File: src/rtl/uart_dbg_pkg.sv
// Shared types and constants for the UART debug bridge.
package uart_dbg_pkg;

    typedef enum logic [2:0] {
        IDLE,
        RX_ADDR,
        RX_DATA,
        ISSUE,
        WAIT_RDY,
        TX_RESP
    } state_e;

    localparam logic [7:0]  DBG_CMD_NOP = 8'h00;
    localparam int unsigned FRAME_BYTES = 9;

endpackage

File: src/rtl/uart_dbg_bridge_uart_phy.sv
// 8N1 UART receiver and transmitter sharing one bit-period setting.
module uart_phy
    import uart_dbg_pkg::*;
#(
    parameter int unsigned CLKS_PER_BIT = 868
) (
    input  logic       clk,
    input  logic       rstn_i,
    input  logic       rx_i,
    output logic       tx_o,
    output logic [7:0] rx_byte_o,
    output logic       rx_valid_o,
    input  logic [7:0] tx_byte_i,
    input  logic       tx_valid_i,
    output logic       tx_ready_o
);

    localparam logic [15:0] BIT_M1  = 16'(CLKS_PER_BIT - 1);
    localparam logic [15:0] HALF_M1 = 16'(CLKS_PER_BIT / 2 - 1);

    logic [1:0]  rx_sync_q;
    logic        rx_prev_q;
    logic        rx_busy_q;
    logic        rx_wait_hi_q;
    logic        rx_valid_q;
    logic [15:0] rx_cnt_q;
    logic [3:0]  rx_bitn_q;
    logic [7:0]  rx_shift_q;
    logic        rx_s;

    assign rx_s       = rx_sync_q[1];
    assign rx_byte_o  = rx_shift_q;
    assign rx_valid_o = rx_valid_q;

    // Bit index 0 is the start bit, 1..8 data, 9 the stop bit.
    always_ff @(posedge clk) begin
        if (!rstn_i) begin
            rx_sync_q    <= 2'b11;
            rx_prev_q    <= 1'b1;
            rx_busy_q    <= 1'b0;
            rx_wait_hi_q <= 1'b0;
            rx_valid_q   <= 1'b0;
            rx_cnt_q     <= '0;
            rx_bitn_q    <= '0;
            rx_shift_q   <= '0;
        end else begin
            rx_sync_q  <= {rx_sync_q[0], rx_i};
            rx_prev_q  <= rx_s;
            rx_valid_q <= 1'b0;
            if (rx_wait_hi_q) begin
                if (rx_s) rx_wait_hi_q <= 1'b0;
            end else if (!rx_busy_q) begin
                if (rx_prev_q && !rx_s) begin
                    rx_busy_q <= 1'b1;
                    rx_cnt_q  <= HALF_M1;
                    rx_bitn_q <= '0;
                end
            end else if (rx_cnt_q != '0) begin
                rx_cnt_q <= rx_cnt_q - 16'd1;
            end else begin
                rx_cnt_q  <= BIT_M1;
                rx_bitn_q <= rx_bitn_q + 4'd1;
                if (rx_bitn_q == 4'd0) begin
                    if (rx_s) rx_busy_q <= 1'b0;
                end else if (rx_bitn_q == 4'd9) begin
                    rx_busy_q <= 1'b0;
                    if (rx_s) rx_valid_q   <= 1'b1;
                    else      rx_wait_hi_q <= 1'b1;
                end else begin
                    rx_shift_q <= {rx_s, rx_shift_q[7:1]};
                end
            end
        end
    end

    logic        tx_busy_q;
    logic [15:0] tx_cnt_q;
    logic [3:0]  tx_bitn_q;
    logic [9:0]  tx_shift_q;
    logic        tx_last;

    // Accepting during the final stop-bit cycle lets bytes run back to back.
    assign tx_last    = tx_busy_q && (tx_cnt_q == '0) && (tx_bitn_q == 4'd9);
    assign tx_ready_o = !tx_busy_q || tx_last;
    assign tx_o       = tx_busy_q ? tx_shift_q[0] : 1'b1;

    always_ff @(posedge clk) begin
        if (!rstn_i) begin
            tx_busy_q  <= 1'b0;
            tx_cnt_q   <= '0;
            tx_bitn_q  <= '0;
            tx_shift_q <= '1;
        end else if (tx_valid_i && tx_ready_o) begin
            tx_busy_q  <= 1'b1;
            tx_cnt_q   <= BIT_M1;
            tx_bitn_q  <= '0;
            tx_shift_q <= {1'b1, tx_byte_i, 1'b0};
        end else if (tx_last) begin
            tx_busy_q <= 1'b0;
        end else if (tx_busy_q) begin
            if (tx_cnt_q != '0) begin
                tx_cnt_q <= tx_cnt_q - 16'd1;
            end else begin
                tx_cnt_q   <= BIT_M1;
                tx_bitn_q  <= tx_bitn_q + 4'd1;
                tx_shift_q <= {1'b1, tx_shift_q[9:1]};
            end
        end
    end

endmodule

File: src/rtl/uart_dbg_bridge.sv
// UART-to-debug bridge: 9-byte request frame in, 4-byte read data out.
// Optional inter-byte timeout enabled by defining UART_DBG_TIMEOUT_EN.
module uart_dbg_bridge
    import uart_dbg_pkg::*;
#(
    parameter int unsigned CLKS_PER_BIT   = 868,
    parameter int unsigned TIMEOUT_CYCLES = 1000000
) (
    input  logic        clk,
    input  logic        rstn_i,
    input  logic        uart_rx_i,
    output logic        uart_tx_o,
    output logic [7:0]  dbg_cmd_o,
    output logic [31:0] dbg_addr_o,
    output logic [31:0] dbg_data_o,
    input  logic [31:0] dbg_data_i,
    input  logic        dbg_ready_i,
    output logic        busy_o
);

    logic [7:0] rx_byte, tx_byte;
    logic       rx_valid, tx_valid, tx_ready;

    uart_phy #(.CLKS_PER_BIT(CLKS_PER_BIT)) u_phy (
        .clk        (clk),
        .rstn_i     (rstn_i),
        .rx_i       (uart_rx_i),
        .tx_o       (uart_tx_o),
        .rx_byte_o  (rx_byte),
        .rx_valid_o (rx_valid),
        .tx_byte_i  (tx_byte),
        .tx_valid_i (tx_valid),
        .tx_ready_o (tx_ready)
    );

    state_e      state_q, state_d;
    logic [1:0]  cnt_q, cnt_d;
    logic        last_q, last_d;
    logic [7:0]  cmd_q, cmd_d, dbg_cmd_q, dbg_cmd_d;
    logic [31:0] addr_q, addr_d, data_q, data_d, resp_q, resp_d;
    logic [31:0] dbg_addr_q, dbg_addr_d, dbg_data_q, dbg_data_d;
    logic        timeout;

`ifdef UART_DBG_TIMEOUT_EN
    logic [31:0] idle_q, idle_d;
    logic        in_frame;

    always_comb begin
        in_frame = (state_q == RX_ADDR) || (state_q == RX_DATA);
        idle_d   = (in_frame && !rx_valid) ? idle_q + 32'd1 : 32'd0;
        timeout  = in_frame && !rx_valid && (idle_q == 32'(TIMEOUT_CYCLES - 1));
    end

    always_ff @(posedge clk) begin
        if (!rstn_i) idle_q <= '0;
        else         idle_q <= idle_d;
    end
`else
    assign timeout = 1'b0;
`endif

    always_comb begin
        state_d    = state_q;
        cnt_d      = cnt_q;
        last_d     = last_q;
        cmd_d      = cmd_q;
        addr_d     = addr_q;
        data_d     = data_q;
        resp_d     = resp_q;
        dbg_cmd_d  = dbg_cmd_q;
        dbg_addr_d = dbg_addr_q;
        dbg_data_d = dbg_data_q;
        tx_valid   = 1'b0;
        tx_byte    = resp_q[31:24];
        unique case (state_q)
            IDLE: if (rx_valid && rx_byte != DBG_CMD_NOP) begin
                cmd_d   = rx_byte;
                cnt_d   = '0;
                state_d = RX_ADDR;
            end
            RX_ADDR: if (rx_valid) begin
                addr_d = {addr_q[23:0], rx_byte};
                cnt_d  = cnt_q + 2'd1;
                if (cnt_q == 2'd3) state_d = RX_DATA;
            end
            RX_DATA: if (rx_valid) begin
                data_d = {data_q[23:0], rx_byte};
                cnt_d  = cnt_q + 2'd1;
                if (cnt_q == 2'd3) state_d = ISSUE;
            end
            ISSUE: begin
                dbg_cmd_d  = cmd_q;
                dbg_addr_d = addr_q;
                dbg_data_d = data_q;
                state_d    = WAIT_RDY;
            end
            WAIT_RDY: if (dbg_ready_i) begin
                resp_d    = dbg_data_i;
                dbg_cmd_d = DBG_CMD_NOP;
                cnt_d     = '0;
                last_d    = 1'b0;
                state_d   = TX_RESP;
            end
            TX_RESP: begin
                // Stay until the last stop bit has gone out, then release.
                tx_valid = !last_q;
                if (tx_valid && tx_ready) begin
                    resp_d = {resp_q[23:0], 8'h00};
                    cnt_d  = cnt_q + 2'd1;
                    if (cnt_q == 2'd3) last_d = 1'b1;
                end else if (last_q && tx_ready) begin
                    state_d = IDLE;
                end
            end
            default: state_d = IDLE;
        endcase
        if (timeout) begin
            state_d = IDLE;
            cnt_d   = '0;
        end
    end

    always_ff @(posedge clk) begin
        if (!rstn_i) begin
            state_q    <= IDLE;
            cnt_q      <= '0;
            last_q     <= 1'b0;
            cmd_q      <= DBG_CMD_NOP;
            addr_q     <= '0;
            data_q     <= '0;
            resp_q     <= '0;
            dbg_cmd_q  <= DBG_CMD_NOP;
            dbg_addr_q <= '0;
            dbg_data_q <= '0;
        end else begin
            state_q    <= state_d;
            cnt_q      <= cnt_d;
            last_q     <= last_d;
            cmd_q      <= cmd_d;
            addr_q     <= addr_d;
            data_q     <= data_d;
            resp_q     <= resp_d;
            dbg_cmd_q  <= dbg_cmd_d;
            dbg_addr_q <= dbg_addr_d;
            dbg_data_q <= dbg_data_d;
        end
    end

    assign dbg_cmd_o  = dbg_cmd_q;
    assign dbg_addr_o = dbg_addr_q;
    assign dbg_data_o = dbg_data_q;
    assign busy_o     = (state_q != IDLE);

endmodule

File: config.mk
export PLATFORM = sky130hd
export DESIGN_NAME = uart_dbg_bridge
export DESIGN_NICKNAME = d
export VERILOG_FILES = /design/src/rtl/uart_dbg_pkg.sv /design/src/rtl/uart_dbg_bridge_uart_phy.sv /design/src/rtl/uart_dbg_bridge.sv
export SDC_FILE = /design/constraint.sdc
export NUM_CORES = 1
export LEC_CHECK = 0
export BUFFER_PORTS_ARGS = -buffer_cell sky130_fd_sc_hd__buf_2
export CAP_MARGIN = 15
export CELL_PAD_IN_SITES_DETAIL_PLACEMENT = 0
export CELL_PAD_IN_SITES_GLOBAL_PLACEMENT = 1
export CORE_ASPECT_RATIO = 0.75
export CORE_MARGIN = 5
export CORE_UTILIZATION = 35
export CTS_CLUSTER_DIAMETER = 100
export DETAILED_ROUTE_END_ITERATION = 8
export PLACE_DENSITY = 0.76
export SLEW_MARGIN = 20
export SYNTH_ARGS = -nofsm -noshare
export SYNTH_HDL_FRONTEND = slang
export SYNTH_HIERARCHICAL = 1
export SYNTH_SLANG_ARGS = --single-unit
File: constraint.sdc
create_clock -name clk -period 3.1 [get_ports clk]
set_clock_uncertainty 0.15 [all_clocks]
set_input_delay 0.465 -clock clk [delete_from_list [all_inputs] [get_ports clk]]
set_output_delay 0.465 -clock clk [all_outputs]
set_load 0.01 [all_outputs]
==> results_dict.tcl, run 1 <==
set metrics [dict create \
    synth_area_leader_cell "dfxtp_1" \
    ys_seq_area_frac 0.498 \
    nFillCells 2834 \
    status "finished, final reports clean" \
    cpPeakStageDelay_ns 0.41 \
    yosys.area_share.simple 0.224 \
    grt_pass1_wl_um 40200 \
    syn_avg_cell_area_um2 8.30 \
    die_area_um2 31800 \
    drt_iter0_drc 594 \
    register_area_um2 4920 \
    relSlewSlack 0.562 \
    r2r-start "u_phy/tx_cnt_q[0]$_SDFFE_PN0P_" \
    setup-tns-final_ns 0 \
    cp.required_ns 3.37 \
    syn_nets 1237 \
    yosysWarnings 6 \
    route.detailed.drc 0 \
    critPathLaunchType "register" \
    viasPerCell 5.02 \
    cts.repair.resized 0 \
    gp_congestion 0.769 \
    die_w_um 204 \
    worst_pin_slew_ns 0.657 \
    ctsHtreeMaxLevel 1 \
    grt_max_degree 76 \
    crit_start "u_phy/tx_cnt_q[0]$_SDFFE_PN0P_" \
    switching_share 0.227 \
    cp_slowest_cell "o21ai_0" \
    synth_compound_area_frac 0.172 \
    hpwl_um 16200 \
    p_comb_frac 0.046 \
    fin_crit_ns 2.86 \
    die_h_um 156 \
    crit_fanout 56 \
    syn_area_um2 9890 \
    numCtsBuffers 25 \
    critPathKind "reg -> reg" \
    cts_tree "done" \
    hold_class "in -> reg" \
    wl_per_cell_um 14.8 \
    clk_pin_slew_ns 0.06 \
    internal-power_mw 5.06 \
    synthTopCellsByArea "dfxtp_1, nand2_1, a21oi_1" \
    cellLeakagePower_nw 4.40 \
    finalHoldViolCount 0 \
    yosys.area_share.xor_xnor 0.0133 \
    worst_skew_pair.late_latency_ns 0.51 \
    syn2layout_area_growth_pct 16.9 \
    layout_commonest_cell "nand2_1" \
    hp-start "dbg_data_i[0]" \
    start_util 0.354 \
    synth-main-ff-cell "dfxtp_1" \
    n_antenna_cell 0 \
    ant_nets 0 \
    cap_violations 0 \
    ioPinCount 110 \
    p_clk_frac 0.464 \
    synth.mux.area_fraction 0.0364 \
    clock_path_buffers 3 \
    grt_util_all_layers 0.148 \
    synth-adder-area-share 0.0114 \
    port_buffers 109 \
    coreArea_um2 27900 \
    grt_pass1_vias 7634 \
    cts-root-buf "clkbuf_16" \
    layout-drive-gt1-share 0.149 \
    power.switching_mw 1.49 \
    ys_seq_elements 246 \
    synth_cell_type_count 66 \
    num_rows 53 \
    postCtsSetupBuffers 0 \
    postSynth.asyncResetShare 0 \
    fmax_mhz 350 \
    drtPass1Iterations 6 \
    utilization 0.414 \
    multi_input_area_um2 4530 \
    layout_common_cells "nand2_1, dfxtp_1, a21oi_1, buf_2, nor2_1" \
    dr_total_vias 8382 \
    power-per-cell-area_nw_per_um2 566 \
    rsz0062_at_grt "false" \
    antenna_found_initial 0 \
    nets 1312 \
    sequentialPowerShare 0.489 \
    worstPathArrival_ns 3.12 \
    worstSetupEndpointType "register" \
    synth_edf_count 0 \
    synth_top_area_frac 0.498 \
    final.period_utilization 0.921 \
    wl_um 24700 \
    crit_chain "inv_1, ha_1, nor4b_1, nand4_1, o21ai_0, nand3b_1, a21oi_4, buf_12, nor2_1, a211oi_1" \
    setup_viol 0 \
    synth_top_family_by_area "simple AND/OR/NAND/NOR gates" \
    numClockSinks 246 \
    ir_worst_vdd_v 0.000343 \
    drv_slew 0 \
    synthCells 1192 \
    overflow 0 \
]
routing by layer:
layer / vias to the layer above / global-route usage / part of all wire
met5: - / 0 / 0
met4: 0 / 0.0261 / 0.016
met3: 29 / 0.0283 / 0.055
met2: 182 / 0.208 / 0.40
met1: 3934 / 0.237 / 0.53
li1: 4237 / - / -
power by group through the flow:
stage	sequential, mW	clock [mW]	combinational, mW
detailed placement	3.27	0	0.300
finish	3.20	3.04	0.303
global route	3.20	3.27	0.344
CTS	3.20	3.14	0.303
floorplan	3.27	0	0.225
global placement	3.27	0	0.298
logic make-up (layout without fill, tap and decap cells):
family	after synthesis	count (layout)
AOI/OAI and AO/OA	282	282
muxes	36	36
DFF	246	246
xor gates and xnor gates	15	15
adders and majority gates	9	9
and+or+nand+nor	506	506
buffers and inverters	98	191
layout make-up:
| cell class | count | share of cell area |
|---|---|---|
| Tap cell | 385 | 0.0417 |
| Multi-Input combinational cell | 848 | 0.392 |
| Clock inverter | 15 | 0.0137 |
| Sequential cell | 246 | 0.426 |
| Timing Repair Buffer | 129 | 0.0636 |
| Inverter | 17 | 0.00574 |
| Clock buffer | 30 | 0.0575 |
through the flow:
stage	instance area, µm²	hold WS (ns)	setup slack (ns)	power [mW]	instances
6_report	11600	0.0624	0.244	6.55	1670
5_1_grt	11600	0.0517	0.0198	6.82	1670
3_3_place_gp	10700	0.248	0.509	3.57	1624
4_1_cts	11600	0.0350	0.310	6.65	1670
3_5_place_dp	10700	0.246	0.331	3.57	1624
2_1_floorplan	9890	0.236	0.696	3.49	1192
sequential cells by signal, summed over array words and instances (netlist names), 4 cells and up:
signal / flops
u_phy/rx_cnt_q: 16
u_phy/rx_byte_o: 8
addr_q: 32
data_q: 32
dbg_data_o: 32
dbg_addr_o: 32
u_phy/tx_cnt_q: 16
dbg_cmd_o: 8
u_phy/tx_bitn_q: 4
u_phy/rx_bitn_q: 4
cmd_q: 8
resp_q: 32
u_phy/tx_shift_q: 9
cell usage after synthesis (9+ instances only):
cell type,instances
dfxtp_1,246
nand3_1,28
a211oi_1,25
buf_2,22
ha_1,9
a22oi_1,10
nand2_1,310
o21ai_0,18
nor3_1,15
nand2b_1,14
a21oi_1,171
mux2i_1,36
nor2_1,79
clkbuf_1,47
o31ai_1,11
xor2_1,10
inv_1,15
repair_timing:
item,CTS,global route
endpoints found under the hold margin,1,0
setup endpoints to repair,0,0
hold buffers,1,0
final timing paths:
path / end / slack [ns] / cells after the start
max: resp_q[27]$_SDFFE_PN0P_ / 0.24 / 10
min: resp_q[0]$_SDFFE_PN0P_ / 0.06 / 3
max reg2reg: resp_q[27]$_SDFFE_PN0P_ / 0.24 / 10
min reg2reg: u_phy/rx_sync_q[1]$_SDFF_PN1_ / 0.26 / 1
worst max-delay path, delay by kind of cell, from the launching register on:
kind | cells | cell delay [ns]
compound gates | 3 | 0.86
fa+ha+maj | 1 | 0.26
buf+inv | 2 | 0.33
flops | 1 | 0.31
simple gates | 4 | 0.83
Power figures use the tool's default switching activity.
==> run 2: changes to the inputs <==
Settings changed: CORE_MARGIN 5 to 2.
==> results_dict.tcl, run 2 (synthesis gave the netlist of run 1 again) <==
set metrics [dict create \
    register_area_um2 4920 \
    grt_max_degree 94 \
    p_comb_frac 0.045 \
    ctsHoldBuffers 0 \
    coreArea_um2 27900 \
    grt_util_all_layers 0.161 \
    drt_iter0_drc 531 \
    ir_worst_vdd_v 0.000328 \
    gp_congestion 0.799 \
    cts-root-buf "clkbuf_16" \
    fin_crit_ns 2.68 \
    overflow 0 \
    syn2layout_area_growth_pct 16.8 \
    cpPeakStageDelay_ns 0.34 \
    drtPass1Iterations 6 \
    fin_ws_ns 0.417 \
    viasPerCell 4.98 \
    holdWs_ns 0.0371 \
    num_rows 53 \
    antenna_found_initial 0 \
    hp-start "uart_rx_i" \
    route.detailed.drc 0 \
    p_clk_frac 0.465 \
    ctsHtreeMaxLevel 1 \
    critPathKind "reg -> reg" \
    cts_tree "done" \
    clk_pin_slew_ns 0.06 \
    finalHoldViolCount 0 \
    fmax_mhz 373 \
    wl_per_cell_um 14.5 \
    cts.repair.resized 0 \
    hpwl_um 15800 \
    holdPathEnd "u_phy/rx_sync_q[0]$_SDFF_PN1_" \
    nets 1310 \
    cp_slowest_cell "nor4b_1" \
    start_util 0.354 \
    setup-tns-final_ns 0 \
    worstPathArrival_ns 2.96 \
    layout_commonest_cell "nand2_1" \
    r2r_cells 10 \
    cellLeakagePower_nw 4.40 \
    path_delay_family "simple AND/OR/NAND/NOR gates" \
    critPathLaunchType "register" \
    ioPinCount 110 \
    worst_pin_slew_ns 0.851 \
    grt_pass1_wl_um 39700 \
    r2r-start "u_phy/tx_cnt_q[0]$_SDFFE_PN0P_" \
    cap_violations 0 \
    numClockSinks 246 \
    dr_total_vias 8294 \
    power-per-cell-area_nw_per_um2 567 \
    r2r_slack_ns 0.42 \
    die_w_um 198 \
    die_area_um2 29600 \
    layout_common_cells "nand2_1, dfxtp_1, a21oi_1, buf_2, nor2_1" \
    grt_pass1_vias 7661 \
    cp.buffers_inverters 2 \
    n_antenna_cell 0 \
    worstSetupEndpointType "register" \
    drv_slew 0 \
    wl_um 24200 \
    clock_path_buffers 3 \
    crit_chain "inv_1, ha_1, nor4b_1, nand4_1, o21ai_0, nand3b_1, a21oi_4, buf_12, nor2_1, a211oi_1" \
    multi_input_area_um2 4530 \
    port_buffers 109 \
    power.switching_mw 1.44 \
    postCtsSetupBuffers 0 \
    dpl-instance-area_um2 10700 \
    numCtsBuffers 25 \
    power_mw 6.55 \
    relSlewSlack 0.433 \
    switching_share 0.220 \
    nFillCells 2856 \
    ant_nets 0 \
    pre_cts_ws_ns 0.404 \
    sequentialPowerShare 0.489 \
    design_area_um2 11500 \
    crit_fanout 56 \
    rsz0062_at_grt "false" \
    internal-power_mw 5.11 \
    setup_viol 0 \
    status "finished, final reports clean" \
    layout-drive-gt1-share 0.147 \
    min_path_cells 2 \
    hold_class "in -> reg" \
    final.period_utilization 0.866 \
    worst_skew_pair.late_latency_ns 0.51 \
    cp.required_ns 3.38 \
    r2r_end "resp_q[12]$_SDFFE_PN0P_" \
    die_h_um 150 \
]
-- run 2: cell count changes in the layout (fill, tap and decap cells not counted), sizes merged --
cell         before  now
buf             128  127
clkinv           11    5
clkinvlp          2    0
bufinv            3    2
clkbuf           30   37
dlygate4sd3       1    0
-- run 2: metal layers --
metal  track usage  share of wire  vias up
li1              -              -     4227
met1         0.254           0.54     3874
met2         0.224           0.39      162
met3        0.0268          0.052       31
met4        0.0342          0.018        0
met5             0              0        -
-- run 2: worst reg2reg max path, delay by kind of cell, from the launching register on --
family                     cells  cell delay (ns)
and+or+nand+nor                4             0.81
AOI/OAI and AO/OA              3             0.75
buffers and inverters          2             0.35
DFF                            1             0.30
adders and majority gates      1             0.26
-- run 2: power groups by stage --
| stage | logic [mW] | clock network (mW) | registers (mW) |
|---|---|---|---|
| final | 0.298 | 3.04 | 3.20 |
| after global routing | 0.333 | 3.26 | 3.21 |
| after CTS | 0.299 | 3.13 | 3.20 |
| after detailed placement | 0.297 | 0 | 3.27 |
| after global placement | 0.298 | 0 | 3.27 |
| after floorplan | 0.225 | 0 | 3.27 |
-- run 2: stage by stage --
stage	cells	utilization
after floorplan	1192	-
after global placement	1623	0.384
after detailed placement	1623	0.384
after CTS	1666	0.414
after global routing	1666	0.414
final	1666	0.414
-- run 2: layout make-up --
type / instances / share of cell area
Clock buffer: 37 / 0.0650
Clock inverter: 6 / 0.00693
Inverter: 17 / 0.00574
Multi-Input combinational cell: 848 / 0.392
Sequential cell: 246 / 0.426
Tap cell: 385 / 0.0417
Timing Repair Buffer: 127 / 0.0622
-- run 2: worst max-delay path by stage --
stage | startpoint | endpoint | slack (ns) | depth (start not counted)
5_1_grt | u_phy/tx_cnt_q[0]$_SDFFE_PN0P_ | resp_q[24]$_SDFFE_PN0P_ | 0.11 | 10
3_3_place_gp | u_phy/tx_cnt_q[0]$_SDFFE_PN0P_ | resp_q[3]$_SDFFE_PN0P_ | 0.52 | 10
6_report | u_phy/tx_cnt_q[0]$_SDFFE_PN0P_ | resp_q[12]$_SDFFE_PN0P_ | 0.42 | 10
4_1_cts | u_phy/tx_cnt_q[0]$_SDFFE_PN0P_ | resp_q[12]$_SDFFE_PN0P_ | 0.39 | 10
3_5_place_dp | u_phy/tx_cnt_q[0]$_SDFFE_PN0P_ | resp_q[12]$_SDFFE_PN0P_ | 0.40 | 10
2_1_floorplan | u_phy/tx_cnt_q[0]$_SDFFE_PN0P_ | resp_q[13]$_SDFFE_PN0P_ | 0.70 | 11
==> run 3: changes to the inputs <==
Settings changed: CELL_PAD_IN_SITES_DETAIL_PLACEMENT 0 to 1, CTS_CLUSTER_SIZE set to 28.
==> results_dict.tcl, run 3 (synthesis gave the netlist of run 1 again) <==
set metrics [dict create \
    status "finished, final reports clean" \
    clk_pin_slew_ns 0.11 \
    critPathKind "reg -> reg" \
    layout-drive-gt1-share 0.130 \
    ioPinCount 110 \
    layout_commonest_cell "nand2_1" \
    layout_common_cells "nand2_1, dfxtp_1, a21oi_1, buf_2, nor2_1" \
    rsz0062_at_grt "false" \
    cellLeakagePower_nw 4.15 \
    register_area_um2 4920 \
    wl_per_cell_um 15.9 \
    start_util 0.354 \
    layout.cells.non_filler 1637 \
    worst_skew_pair.late_latency_ns 0.49 \
    fmax_mhz 370 \
    final.period_utilization 0.872 \
    coreArea_um2 27900 \
    antenna_found_initial 0 \
    dpl.cell_count 1623 \
    syn2layout_area_growth_pct 11.8 \
    die_h_um 150 \
    die_w_um 198 \
    finalHoldViolCount 0 \
    cts_tree "done" \
    utilization 0.396 \
    gp_congestion 0.799 \
    cap_violations 0 \
    worst_pin_slew_ns 0.817 \
    multi_input_area_um2 4530 \
    nFillCells 3362 \
    setup-tns-final_ns 0 \
    power-per-cell-area_nw_per_um2 478 \
    worstSetupEndpointType "register" \
    ctsHtreeMaxLevel 1 \
    power_mw 5.29 \
    overflow 0 \
    num_rows 53 \
    port_buffers 109 \
    worstPathArrival_ns 2.96 \
    relSlewSlack 0.455 \
    route.detailed.drc 0 \
    clock_path_buffers 3 \
    ir_worst_vdd_v 0.000294 \
    grt_pass1_vias 8403 \
    numCtsBuffers 12 \
    dr_total_vias 8445 \
    wl_um 26100 \
    setup_viol 0 \
    n_antenna_cell 0 \
    ant_nets 0 \
    fin_crit_ns 2.70 \
    hold_class "in -> reg" \
    drv_slew 0 \
    ctsHoldBuffers 0 \
    hpwl_um 17700 \
    crit_fanout 56 \
    cp.required_ns 3.35 \
    die_area_um2 29600 \
    nets 1297 \
    grt_max_degree 94 \
    drt_iter0_drc 470 \
    drtPass1Iterations 4 \
    numClockSinks 246 \
    grt_pass1_wl_um 43100 \
    critPathLaunchType "register" \
    viasPerCell 5.16 \
    grt_util_all_layers 0.176 \
    cts-root-buf "clkbuf_16" \
    postCtsSetupBuffers 0 \
    cts.repair.resized 0 \
]
==> run 3: cell count changes in the layout (fill, tap and decap cells not counted) <==
cell,delta
bufinv_16,-2
clkbuf_1,-4
clkbuf_16,-12
clkbuf_8,-8
clkinv_2,-4
clkinv_4,+1
o21ai_0,-1
o21ai_1,+1
==> run 3: report_power, final <==
part | switching, mW | internal [mW] | leakage [nW]
clock network | 1.02 | 0.763 | 0.164
logic | 0.207 | 0.0987 | 2.00
registers | 0.0260 | 3.18 | 1.98
total | 1.25 | 4.04 | 4.15
==> run 3: worst paths after layout <==
| kind | startpoint | end | slack, ns | cells after the start |
|---|---|---|---|---|
| min reg2reg | u_phy/rx_sync_q[0]$_SDFF_PN1_ | u_phy/rx_sync_q[1]$_SDFF_PN1_ | 0.27 | 1 |
| max reg2reg | u_phy/tx_cnt_q[0]$_SDFFE_PN0P_ | resp_q[21]$_SDFFE_PN0P_ | 0.40 | 10 |
| min | uart_rx_i | u_phy/rx_sync_q[0]$_SDFF_PN1_ | 0.07 | 2 |
| max | u_phy/tx_cnt_q[0]$_SDFFE_PN0P_ | resp_q[21]$_SDFFE_PN0P_ | 0.40 | 10 |
==> run 3: area by class of cell <==
class / instances / share of cell area
flip-flops and latches: 246 / 0.446
multi-input cells: 848 / 0.410
repair buffers: 127 / 0.0650
well taps: 385 / 0.0436
clock buffers: 13 / 0.0294
inverters: 17 / 0.00600
clock inverters: 1 / 0.000792
==> run 3: routing by layer <==
layer  vias to the layer above  share of wire  track usage
li1                       4175              -            -
met1                      4141           0.52        0.261
met2                       110           0.43        0.274
met3                        19          0.037       0.0261
met4                         0         0.0094       0.0244
met5                         -              0            0
==> run 3: worst max-delay path, stage by stage, from the launching register on <==
cell	delay (ns)
dfxtp_1	0.33
inv_1	0.10
ha_1	0.28
nor4b_1	0.34
nand4_1	0.17
o21ai_1	0.27
nand3b_1	0.22
a21oi_4	0.19
buf_12	0.25
nor2_1	0.06
a211oi_1	0.24
==> run 3: per-stage QoR <==
step / area (µm²) / worst slack, ns / hold slack (ns)
2_1_floorplan: 9890 / 0.696 / 0.236
3_3_place_gp: 10700 / 0.523 / 0.241
3_5_place_dp: 10700 / 0.295 / 0.246
4_1_cts: 11100 / 0.266 / 0.0403
5_1_grt: 11100 / 0.0859 / 0.0556
6_report: 11100 / 0.396 / 0.0676
